## src/rtl/rr_mux_arb_if.sv

```systemverilog
// Handshake bundle for the arbitrated multiplexer: N producer channels in,
// one registered consumer channel out, plus the arbitration mode select.
interface rr_mux_arb_if #(
  parameter int N     = 4,
  parameter int WIDTH = 12
) ();
  localparam int SELW = $clog2(N);

  logic                 mode;
  logic [N-1:0]         in_valid;
  logic [N*WIDTH-1:0]   in_data;
  logic [N-1:0]         in_ready;
  logic                 out_valid;
  logic [WIDTH-1:0]     out_data;
  logic [SELW-1:0]      out_sel;
  logic                 out_ready;

  // Producer/consumer side: drives requests and consumer ready.
  modport master (
    output mode, in_valid, in_data, out_ready,
    input  in_ready, out_valid, out_data, out_sel
  );

  // Arbiter side.
  modport slave (
    input  mode, in_valid, in_data, out_ready,
    output in_ready, out_valid, out_data, out_sel
  );
endinterface

```

## src/rtl/rr_mux_arb.sv

```systemverilog
// N-channel arbitrated multiplexer with a single registered output stage.
// Grants one requesting channel per cycle (round-robin or fixed priority)
// and captures the winner's data together with its channel index.
module rr_mux_arb #(
  parameter int WIDTH = 12,
  parameter int N     = 4,
  localparam int SELW = $clog2(N)
) (
  input  logic          clk,
  input  logic          reset,
  rr_mux_arb_if.slave   bus
);

  logic                 load;
  logic [N-1:0]         rr_hi;
  logic [N-1:0]         rr_lo;
  logic [N-1:0]         fixed_gnt;
  logic [N-1:0]         grant;
  logic [SELW-1:0]      grant_sel;
  logic [WIDTH-1:0]     grant_data;
  logic [SELW-1:0]      last;
  logic                 out_valid_q;
  logic [WIDTH-1:0]     out_data_q;
  logic [SELW-1:0]      out_sel_q;

  // The output register can take a new word when empty or being drained.
  assign load = !out_valid_q || bus.out_ready;

  // Candidate grants: lowest requester above the pointer, lowest at or below
  // it (the wrapped half), and plain lowest index for fixed priority.
  always_comb begin
    rr_hi     = '0;
    rr_lo     = '0;
    fixed_gnt = '0;
    for (int i = N - 1; i >= 0; i--) begin
      if (bus.in_valid[i]) begin
        fixed_gnt    = '0;
        fixed_gnt[i] = 1'b1;
        if (i > int'(last)) begin
          rr_hi    = '0;
          rr_hi[i] = 1'b1;
        end else begin
          rr_lo    = '0;
          rr_lo[i] = 1'b1;
        end
      end
    end
  end

  // Final one-hot grant, suppressed whenever the output stage cannot load.
  always_comb begin
    grant = '0;
    if (load) begin
      if (bus.mode)
        grant = fixed_gnt;
      else if (|rr_hi)
        grant = rr_hi;
      else
        grant = rr_lo;
    end
  end

  // Encode the granted channel's index and pick out its data slice.
  always_comb begin
    grant_sel  = '0;
    grant_data = '0;
    for (int i = 0; i < N; i++) begin
      if (grant[i]) begin
        grant_sel  = SELW'(i);
        grant_data = bus.in_data[i*WIDTH +: WIDTH];
      end
    end
  end

  // Output register and round-robin pointer: load on a grant, empty on a
  // drain with nothing to refill, otherwise hold.
  always_ff @(posedge clk or posedge reset) begin
    if (reset) begin
      out_valid_q <= 1'b0;
      out_data_q  <= '0;
      out_sel_q   <= '0;
      last        <= SELW'(N - 1);
    end else if (|grant) begin
      out_valid_q <= 1'b1;
      out_data_q  <= grant_data;
      out_sel_q   <= grant_sel;
      last        <= grant_sel;
    end else if (bus.out_ready) begin
      out_valid_q <= 1'b0;
    end
  end

  assign bus.in_ready  = grant;
  assign bus.out_valid = out_valid_q;
  assign bus.out_data  = out_data_q;
  assign bus.out_sel   = out_sel_q;

endmodule

```

## src/flat_wrapper.sv

```systemverilog
// flat-port wrapper written by rule: the top's interface ports become plain ports
module rr_mux_arb_flat 
#(
  parameter int WIDTH = 12,
  parameter int N     = 4,
  localparam int SELW = $clog2(N)
)
  (clk, reset, bus_mode, bus_in_valid, bus_in_data, bus_out_ready, bus_in_ready, bus_out_valid, bus_out_data, bus_out_sel);
  rr_mux_arb_if #(.N(N), .WIDTH(WIDTH)) bus_i ();
  input  logic clk;
  input  logic reset;
  input wire logic [$bits(bus_i.mode)-1:0] bus_mode;
  input wire logic [$bits(bus_i.in_valid)-1:0] bus_in_valid;
  input wire logic [$bits(bus_i.in_data)-1:0] bus_in_data;
  input wire logic [$bits(bus_i.out_ready)-1:0] bus_out_ready;
  output wire logic [$bits(bus_i.in_ready)-1:0] bus_in_ready;
  output wire logic [$bits(bus_i.out_valid)-1:0] bus_out_valid;
  output wire logic [$bits(bus_i.out_data)-1:0] bus_out_data;
  output wire logic [$bits(bus_i.out_sel)-1:0] bus_out_sel;
  assign bus_i.mode = bus_mode;
  assign bus_i.in_valid = bus_in_valid;
  assign bus_i.in_data = bus_in_data;
  assign bus_i.out_ready = bus_out_ready;
  assign bus_in_ready = bus_i.in_ready;
  assign bus_out_valid = bus_i.out_valid;
  assign bus_out_data = bus_i.out_data;
  assign bus_out_sel = bus_i.out_sel;
  rr_mux_arb #(.WIDTH(WIDTH), .N(N)) u_core (.clk(clk), .reset(reset), .bus(bus_i));
endmodule
```

## config.mk

```make
export PLATFORM = sky130hd
export DESIGN_NAME = rr_mux_arb_flat
export DESIGN_NICKNAME = d
export VERILOG_FILES = /design/src/rtl/rr_mux_arb_if.sv /design/src/rtl/rr_mux_arb.sv /design/src/flat_wrapper.sv
export SDC_FILE = /design/constraint.sdc
export NUM_CORES = 1
export LEC_CHECK = 0
export CORE_MARGIN = 2
export CORE_UTILIZATION = 41
export CTS_BUF_LIST = sky130_fd_sc_hd__clkbuf_4
export CTS_CLUSTER_DIAMETER = 150
export DETAILED_ROUTE_END_ITERATION = 12
export PLACE_DENSITY = 0.87
export SLEW_MARGIN = 20
export SYNTH_ARGS = -nofsm -noshare
export SYNTH_HDL_FRONTEND = slang
export SYNTH_SLANG_ARGS = --single-unit
```

## constraint.sdc

```tcl
create_clock -name clk -period 4.89 [get_ports clk]
set_input_delay 0.978 -clock clk [delete_from_list [all_inputs] [get_ports clk]]
set_output_delay 0.978 -clock clk [all_outputs]
set_load 0.02 [all_outputs]
```

==> results.ini, run 1 <==
[run_status]
status = finished, final reports clean

[worst_setup_path]
startpoint = bus_in_valid[3]
cp.arrival_ns = 3.51
critPathLaunchType = primary input
path_cells = clkdlybuf4s50_1 -> nor2_2 -> nor3_2 -> a211o_4 -> and2_1 -> clkdlybuf4s50_1
cpMaxStageDelayCell = nor3_2
cp_common_cell = clkdlybuf4s50_1
regToRegSetupSlack_ns = 2.47
endpoint_kind = primary output
cp_max_fo = 16
r2r_start = u_core.last[1]
r2r_cells = 5
worstPathRequired_ns = 3.91
critPathKind = in2out
slowest_delay_ns = 0.65
reg2reg_to = u_core.bus.out_sel[0]
crit_path_end = bus_in_ready[1]

[clock_network]
cts_tree = built
cts.sinks = 17
clock_latency_ns = 0.30
clk_pin_slew_ns = 0.09
clockBufferDepth = 2
postCtsHoldBufs = 0
ctsHtreeMaxLevel = 1
cts_resized = 0
cts_root_buf = clkbuf_4
cts_setup_buffers = 0
cts_made_buffers = 3

[yosys]
yosysTopAreaCell = dfrtp_1
syn_nets = 176
synth_top_area_share_pct = 30.3
synth_cells = 120
yosysUniqueCellTypes = 38
netlist_area_um2 = 1240
yosys_warnings = 0
async_flop_share_pct = 100
ys.flop_type = dfrtp_1
synth_area_per_cell_um2 = 10.3
synth_seq_cells = 17
yosysSeqAreaShare_pct = 34.5
synth_edf_count = 0
synth_area_leaders = dfrtp_1 30%, o32ai_1 8.5%, a311oi_1 7.8%, nor4b_1 7.8%, o2bb2ai_1 7.8%

[layout]
final_common_cell = clkdlybuf4s50_1
drive_above_1_share_pct = 10.0
utilization_pct = 71.5
antennaDiodeCount = 0
final_cell_mix = 74 x clkdlybuf4s50_1, 15 x dfrtp_1, 12 x o32ai_1
fillers = 228
area_growth_pct = 61.9
nets = 247

[routing]
first_pass_iters = 4
routedWlPerCell_um = 18.3
vias = 1360
wl_mm = 4.06
viasPerCell = 6.15
drcViolationCount = 0
dr.first_iter.drc_count = 97
detail-route-antenna-nets = 0

[global_routing]
gr-total-overflow = 0
grt.total_usage_pct = 23.6
grt_max_degree = 18
grt_pass1_vias = 1300
grt_pass1_wl_mm = 6.18
antenna_found_initial = 0

[timing]
post-route-period-util_pct = 91.7
slew_violations = 0
max_freq_ghz = 0.223
worstMarginPinSlew_ns = 0.830
finalSetupViolCount = 0
max_slew_margin_pct = 44.4
skew_ns = 0.00410
hold_viol = 0
hold_ws_ns = 0.495
finalCriticalPeriod_ns = 4.49
rsz0062_at_grt = false
tns_ns = 0

[power]
ir_drop_mv = 0.348
p_per_area_nw_per_um2 = 496
total_power_uw = 995
cellLeakagePower_uw = 0.000733

[die]
start_util_pct = 44.2
core_area_um2 = 2810
die_y_um = 59.0
row_count = 19
die_x_um = 59.0
ioPinCount = 75
dieArea_um2 = 3480

[placed_design]
place_congestion = 0.830
portBuffers = 74
dp_hpwl_mm = 3.18

[flow_run]
drv_cap = 0

[min_path]
hp-class = reg2reg
hold_depth = 1

synthesized netlist by cell type (all sizes together), types with 2 or more instances:
| cell type | count |
|---|---|
| a211o | 5 |
| a211oi | 3 |
| a21o | 2 |
| a21oi | 4 |
| a311oi | 11 |
| buf | 5 |
| clkbuf | 6 |
| dfrtp | 15 |
| dfstp | 2 |
| inv | 6 |
| nand2 | 2 |
| nand2b | 3 |
| nor2 | 5 |
| nor2b | 2 |
| nor3 | 2 |
| nor4b | 11 |
| o2bb2ai | 11 |
| o32ai | 12 |
cell families after synthesis:
kind of cell	Yosys count	share of synthesized area, %
AOI/OAI and AO/OA	57	41.6
buffers and inverters	17	6.86
DFF	17	34.5
and+or+nand+nor	29	17.1
power breakdown:
| group | switching (µW) | internal (µW) | leakage, µW | total (µW) |
|---|---|---|---|---|
| clock | 45.2 | 30.5 | 0.0000177 | 75.7 |
| sequential | 56.2 | 220 | 0.000197 | 276 |
| combinational | 340 | 304 | 0.000518 | 643 |
per-layer routing:
metal  global-route usage, %  up-vias  part of all wire [%]
met4                    8.77        0                   2.1
met5                       0        -                     0
met1                    34.1      644                    44
met3                    1.75       10                   5.5
li1                        -      644                     -
met2                    37.3       62                    49
sequential cells by signal, summed over array words and instances, names as in the netlist:
register and flops:
u_core.bus.out_valid 1, u_core.bus.out_data 12, u_core.bus.out_sel 2, u_core.last 2
worst min-delay path by stage:
stage / start / slack (ns) / end
after CTS: u_core.bus.out_data[7] / 0.50 / u_core.bus.out_data[7]
after global placement: u_core.bus.out_sel[1] / 0.47 / u_core.bus.out_sel[1]
after global routing: u_core.bus.out_data[8] / 0.51 / u_core.bus.out_data[8]
after detailed placement: u_core.bus.out_data[7] / 0.48 / u_core.bus.out_data[7]
after floorplan: u_core.bus.out_sel[1] / 0.59 / u_core.bus.out_sel[1]
final: u_core.bus.out_data[7] / 0.50 / u_core.bus.out_data[7]
worst max-delay path, delay by kind of cell:
family                 cells  cell delay, ns
buffers and inverters      2            1.26
AND/OR/NAND/NOR            3            0.98
AO/OA/AOI/OAI              1            0.28
stage by stage:
step,worst slack [ns],area (µm²),std cells
after floorplan,1.89,1240,120
after global placement,0.580,1980,217
after detailed placement,0.420,1980,217
after CTS,0.420,2010,221
after global routing,0.293,2010,221
final,0.403,2010,221
final cells by class:
class                           instances  area (µm²)  share of cell area (%)
Timing Repair Buffer                   77         763                    38.0
Multi-Input combinational cell         86         727                    36.2
Sequential cell                        17         428                    21.3
Tap cell                               31        38.8                    1.93
Clock buffer                            3        22.5                    1.12
Inverter                                6        22.5                    1.12
Clock inverter                          1        5.00                   0.249
Power figures use the tool's default switching activity.
==> run 2, diff against run 1 <==
--- a/config.mk
+++ b/config.mk
@@ -5,6 +5,7 @@
 export SDC_FILE = /design/constraint.sdc
 export NUM_CORES = 1
 export LEC_CHECK = 0
+export ABC_CLOCK_PERIOD_IN_PS = 4890
 export CORE_MARGIN = 2
 export CORE_UTILIZATION = 41
 export CTS_BUF_LIST = sky130_fd_sc_hd__clkbuf_4
==> constraint.sdc (replaced) <==
create_clock -name clk -period 4.89 [get_ports clk]
set_input_delay 0.978 -clock clk [delete_from_list [all_inputs] [get_ports clk]]
set_output_delay 0.978 -clock clk [all_outputs]
set_load 0.1 [all_outputs]
==> run 2 against run 1 <==
Compared with the run above:
- clock skew grew 0.00097 ns
- final cell count shrank 0.45%
- routed wire length grew 1.4%
- critical endpoint is now bus_in_ready[3]
==> results.ini, run 2 (synthesis results as in run 1) <==
[run_status]
status = finished, final reports clean

[routing]
vias = 1366  ; +0.44%
wl_mm = 4.11  ; +1.4%
detail-route-antenna-nets = 0  ; unchanged
m1WireLength_mm = 1.65  ; -6.7%
routedWlPerCell_um = 18.7  ; +1.8%
viasPerCell = 6.21  ; +0.90%
drcViolationCount = 0  ; unchanged
dr.first_iter.drc_count = 64  ; -34%
first_pass_iters = 4  ; unchanged
wl_met3_um = 232  ; +4.0%
dr_wl_met2_mm = 2.19  ; +11%
routed.top_layer = met4

[power]
cellLeakagePower_uw = 0.000734  ; +0.23%
ir_drop_mv = 0.558  ; +60%
p_per_area_nw_per_um2 = 725  ; +46%

[clock_network]
postCtsHoldBufs = 0  ; unchanged
clk_pin_slew_ns = 0.10  ; about the same
cts_tree = built
ctsHtreeMaxLevel = 1  ; unchanged
cts.sinks = 17  ; unchanged
cts_root_buf = clkbuf_4
clock_latency_ns = 0.29  ; about the same
cts_resized = 0  ; unchanged
cts_made_buffers = 3  ; unchanged
clockBufferDepth = 2  ; unchanged
cts_setup_buffers = 0  ; unchanged

[die]
start_util_pct = 44.2  ; unchanged
core_area_um2 = 2810  ; unchanged
ioPinCount = 75  ; unchanged
dieArea_um2 = 3480  ; unchanged
die_x_um = 59.0  ; unchanged
row_count = 19  ; unchanged
die_y_um = 59.0  ; unchanged

[worst_setup_path]
regToRegSetupSlack_ns = 2.46  ; about the same
critPathKind = in2out
cpMaxStageDelayCell = o211ai_1
slowest_delay_ns = 0.82  ; +0.17 ns
r2r_start = u_core.last[1]
cp_max_fo = 15  ; -1
reg2reg_to = u_core.bus.out_sel[0]
worstPathRequired_ns = 3.91  ; about the same
endpoint_kind = primary output
r2r_cells = 5  ; unchanged
critPathLaunchType = primary input
cp.arrival_ns = 3.22  ; -0.29 ns
path_delay_family = compound AO/OA/AOI/OAI gates
timing.critical_path.buf_inv = 3  ; +1
path_cells = clkdlybuf4s50_1 -> nor2b_4 -> o21a_4 -> o211ai_1 -> inv_1 -> buf_4

[layout]
area_growth_pct = 61.7
largest_reg_flops = 12  ; unchanged
final_common_cell = clkdlybuf4s50_1
drive_above_1_share_pct = 11.6  ; +1.6 points
antennaDiodeCount = 0  ; unchanged
utilization_pct = 71.5  ; -0.089 points
final_cell_mix = 70 x clkdlybuf4s50_1, 15 x dfrtp_1, 12 x o32ai_1
nets = 246  ; -0.40%

[placed_design]
dp_hpwl_mm = 3.27  ; +2.8%
place_congestion = 0.852  ; +2.7%
portBuffers = 74  ; unchanged

[timing]
rsz0062_at_grt = false
hold_viol = 0  ; unchanged
finalSetupViolCount = 0  ; unchanged
finalCriticalPeriod_ns = 4.19  ; -0.293 ns
worstMarginPinSlew_ns = 1.03  ; +0.201 ns
skew_ns = 0.00506  ; +0.000965 ns
max_slew_margin_pct = 31.0  ; -13 points
slew_violations = 0  ; unchanged
max_freq_ghz = 0.238  ; +7.0%
post-route-period-util_pct = 85.8  ; -6.0 points
tns_ns = 0  ; unchanged

[min_path]
hold_depth = 1  ; unchanged
hp-class = reg2reg
min_from = u_core.bus.out_sel[1]
min_to = u_core.bus.out_sel[1]

[global_routing]
antenna_found_initial = 0  ; unchanged
grt_pass1_wl_mm = 6.29  ; +1.7%
grt_max_degree = 18  ; unchanged
grt_pass1_vias = 1293  ; -0.54%
gr-total-overflow = 0  ; unchanged
grt.total_usage_pct = 24.0  ; +0.40 points

[flow_run]
drv_cap = 0  ; unchanged

-- run 2: power by group --
part	internal (µW)	switching, µW	total (µW)
Combinational	302	795	1100
Sequential	220	59.5	279
Clock	31.2	45.0	76.2
-- run 2: how the worst max path moves through the flow --
stage                         startpoint              end  slack, ns  depth (start not counted)
global placement         bus_in_valid[1]  bus_in_ready[3]       0.80                          6
CTS                      bus_in_valid[1]  bus_in_ready[3]       0.74                          6
floorplan           u_core.bus.out_valid  bus_in_ready[2]       1.00                          4
finish                   bus_in_valid[1]  bus_in_ready[3]       0.70                          6
global route             bus_in_valid[1]  bus_in_ready[3]       0.58                          6
detailed placement       bus_in_valid[1]  bus_in_ready[3]       0.74                          6
-- run 2: layout make-up --
cell class	instances	area (µm²)
Clock buffer	3	22.5
Clock inverter	1	7.51
Fill cell	208	801
Inverter	6	22.5
Multi-Input combinational cell	86	727
Sequential cell	17	428
Tap cell	31	38.8
Timing Repair Buffer	76	758
-- run 2: layer usage --
layer	vias to the layer above	global-route usage, %
li1	638	-
met4	0	7.14
met2	53	41.6
met5	-	0
met1	669	32.1
met3	6	1.97
-- run 2: stage by stage --
step | power, µW | instance area [µm²] | hold slack [ns] | setup slack (ns) | std cells
after CTS | 1450 | 2000 | 0.502 | 0.738 | 220
after detailed placement | 1370 | 1970 | 0.478 | 0.740 | 216
after floorplan | 1100 | 1240 | 0.619 | 1.00 | 120
after global routing | 1510 | 2000 | 0.517 | 0.583 | 220
final | 1450 | 2000 | 0.500 | 0.696 | 220
after global placement | 1350 | 1970 | 0.468 | 0.799 | 216
==> run 3, diff against run 2 <==
--- a/config.mk
+++ b/config.mk
@@ -6,6 +6,7 @@
 export NUM_CORES = 1
 export LEC_CHECK = 0
 export ABC_CLOCK_PERIOD_IN_PS = 4890
+export CORE_ASPECT_RATIO = 1.25
 export CORE_MARGIN = 2
 export CORE_UTILIZATION = 41
 export CTS_BUF_LIST = sky130_fd_sc_hd__clkbuf_4
==> run 3 against run 2 <==
Compared with the run above:
- combinational power is essentially flat
- worst setup slack lost 0.15 ns
- routed wire length grew 3.1%
- die area is essentially flat
- clock skew grew 0.0019 ns
- final cell count grew 2.3%
- sequential share of layout area shrank 0.20 points
- critical path depth is the same
- total power grew 0.82%
- global-route usage grew 1.2 points
- first-iteration DRC count shrank 20%
- register-to-register slack lost 0.10 ns
- largest cell class unchanged
- largest power group unchanged
==> results.ini, run 3 (synthesis results as in run 1) <==
[run_status]
status = finished, final reports clean

[timing]
finalCriticalPeriod_ns = 4.34  ; +0.146 ns
skew_ns = 0.00699  ; +0.00193 ns
worstMarginPinSlew_ns = 1.10  ; +0.0657 ns
hold_viol = 0  ; unchanged
post-route-period-util_pct = 88.7  ; +3.0 points
max_freq_ghz = 0.230  ; -3.4%
tns_ns = 0  ; unchanged
max_slew_margin_pct = 26.5  ; -4.5 points
slew_violations = 0  ; unchanged
rsz0062_at_grt = false
finalSetupViolCount = 0  ; unchanged

[die]
row_count = 22  ; +3
core_area_um2 = 2920  ; +4.0%
dieArea_um2 = 3480  ; about the same
start_util_pct = 42.5  ; -1.7 points
ioPinCount = 75  ; unchanged
die_y_um = 65.5  ; +11%
die_x_um = 53.2  ; -9.8%

[worst_setup_path]
timing.critical_path.buf_inv = 3  ; unchanged
endpoint_kind = primary output
path_delay_family = compound AO/OA/AOI/OAI gates
regToRegSetupSlack_ns = 2.36  ; -0.10 ns
r2r_start = u_core.last[1]
r2r_cells = 5  ; unchanged
slowest_delay_ns = 0.89  ; +0.07 ns
critPathLaunchType = primary input
reg2reg_to = u_core.bus.out_sel[0]
cpMaxStageDelayCell = o211ai_1
worstPathRequired_ns = 3.91  ; about the same
path_cells = clkdlybuf4s50_1 -> nor2b_4 -> o21a_4 -> o211ai_1 -> inv_1 -> buf_4
cp.arrival_ns = 3.36  ; +0.14 ns
cp_max_fo = 15  ; unchanged
critPathKind = in2out

[global_routing]
grtUsageMet1_pct = 30.7  ; -1.4 points
gr-usage-met3_pct = 5.00  ; +3.0 points
gr-total-overflow = 0  ; unchanged
grt_max_degree = 18  ; unchanged
grt.total_usage_pct = 25.3  ; +1.2 points
antenna_found_initial = 0  ; unchanged
grt_pass1_wl_mm = 6.64  ; +5.6%
grt_pass1_vias = 1478  ; +14%
met2_usage_pct = 45.0  ; +3.4 points
busiest_layer = met2

[clock_network]
cts_tree = built
ctsHtreeMaxLevel = 1  ; unchanged
clockBufferDepth = 2  ; unchanged
cts_resized = 0  ; unchanged
cts_setup_buffers = 0  ; unchanged
cts.sinks = 17  ; unchanged
clock_latency_ns = 0.28  ; about the same
cts_made_buffers = 3  ; unchanged
clk_pin_slew_ns = 0.10  ; about the same
postCtsHoldBufs = 0  ; unchanged
cts_root_buf = clkbuf_4

[layout]
final_common_cell = clkdlybuf4s50_1
largest_reg_flops = 12  ; unchanged
fillers = 239  ; +15%
area_growth_pct = 63.2
nets = 246  ; unchanged
utilization_pct = 69.3  ; -2.1 points
drive_above_1_share_pct = 11.6  ; unchanged
final_cell_mix = 70 x clkdlybuf4s50_1, 15 x dfrtp_1, 12 x o32ai_1
antennaDiodeCount = 0  ; unchanged

[min_path]
min_from = u_core.bus.out_sel[1]
min_to = u_core.bus.out_sel[1]
hold_depth = 1  ; unchanged
hp-class = reg2reg

[routing]
wl_mm = 4.24  ; +3.1%
first_pass_iters = 4  ; unchanged
viasPerCell = 6.21  ; about the same
dr.first_iter.drc_count = 51  ; -20%
drcViolationCount = 0  ; unchanged
vias = 1398  ; +2.3%
routedWlPerCell_um = 18.8  ; +0.78%
detail-route-antenna-nets = 0  ; unchanged

[power]
p_per_area_nw_per_um2 = 724  ; -0.12%
ir_drop_mv = 0.722  ; +29%
cellLeakagePower_uw = 0.000743  ; +1.1%
total_power_uw = 1460  ; +0.82%

[placed_design]
dp_hpwl_mm = 3.24  ; -0.96%
portBuffers = 74  ; unchanged
place_congestion = 0.758  ; -11%

[flow_run]
drv_cap = 0  ; unchanged

run 3: cell count changes in the layout (fill, tap and decap cells not counted):
cell,change
buf_12,+1
buf_4,-1
clkbuf_4,+1
clkinvlp_4,-1
run 3: metal layers:
| layer | vias up | share of wire (%) | wire length [µm] |
|---|---|---|---|
| met5 | - | 0 | 0 |
| met4 | 0 | 1.9 | 82 |
| met3 | 11 | 7.7 | 326 |
| met2 | 84 | 53 | 2240 |
| met1 | 665 | 37 | 1590 |
| li1 | 638 | - | - |
run 3: worst max-delay path by stage:
| stage | startpoint | to | slack [ns] | cells after the start |
|---|---|---|---|---|
| detailed placement | bus_in_valid[1] | bus_in_ready[3] | 0.60 | 6 |
| finish | bus_in_valid[1] | bus_in_ready[3] | 0.55 | 6 |
| floorplan | u_core.bus.out_valid | bus_in_ready[2] | 1.00 | 4 |
| CTS | bus_in_valid[1] | bus_in_ready[3] | 0.57 | 6 |
| global route | bus_in_valid[1] | bus_in_ready[3] | 0.46 | 6 |
| global placement | bus_in_valid[1] | bus_in_ready[3] | 0.70 | 6 |
run 3: area by class of cell:
cell class / count / area [µm²] / area share (%)
repair buffers: 76 / 771 / 38.1
flip-flops and latches: 17 / 428 / 21.2
well taps: 36 / 45.0 / 2.23
multi-input cells: 86 / 727 / 35.9
inverters: 6 / 22.5 / 1.11
clock buffers: 4 / 30.0 / 1.48
run 3: stage by stage:
step | area, µm² | hold slack [ns] | instances | setup WS (ns)
after CTS | 2020 | 0.495 | 225 | 0.566
after global placement | 1990 | 0.461 | 221 | 0.702
after global routing | 2020 | 0.525 | 225 | 0.458
after detailed placement | 1990 | 0.469 | 221 | 0.601
final | 2020 | 0.493 | 225 | 0.550
after floorplan | 1240 | 0.619 | 120 | 1.00
run 3: where the power goes:
part,total [µW],leakage (µW),internal [µW],switching [µW]
logic,1100,0.000527,309,792
clock network,80.8,0.0000184,37.2,43.6
registers,283,0.000197,220,62.9
total,1460,0.000743,566,898
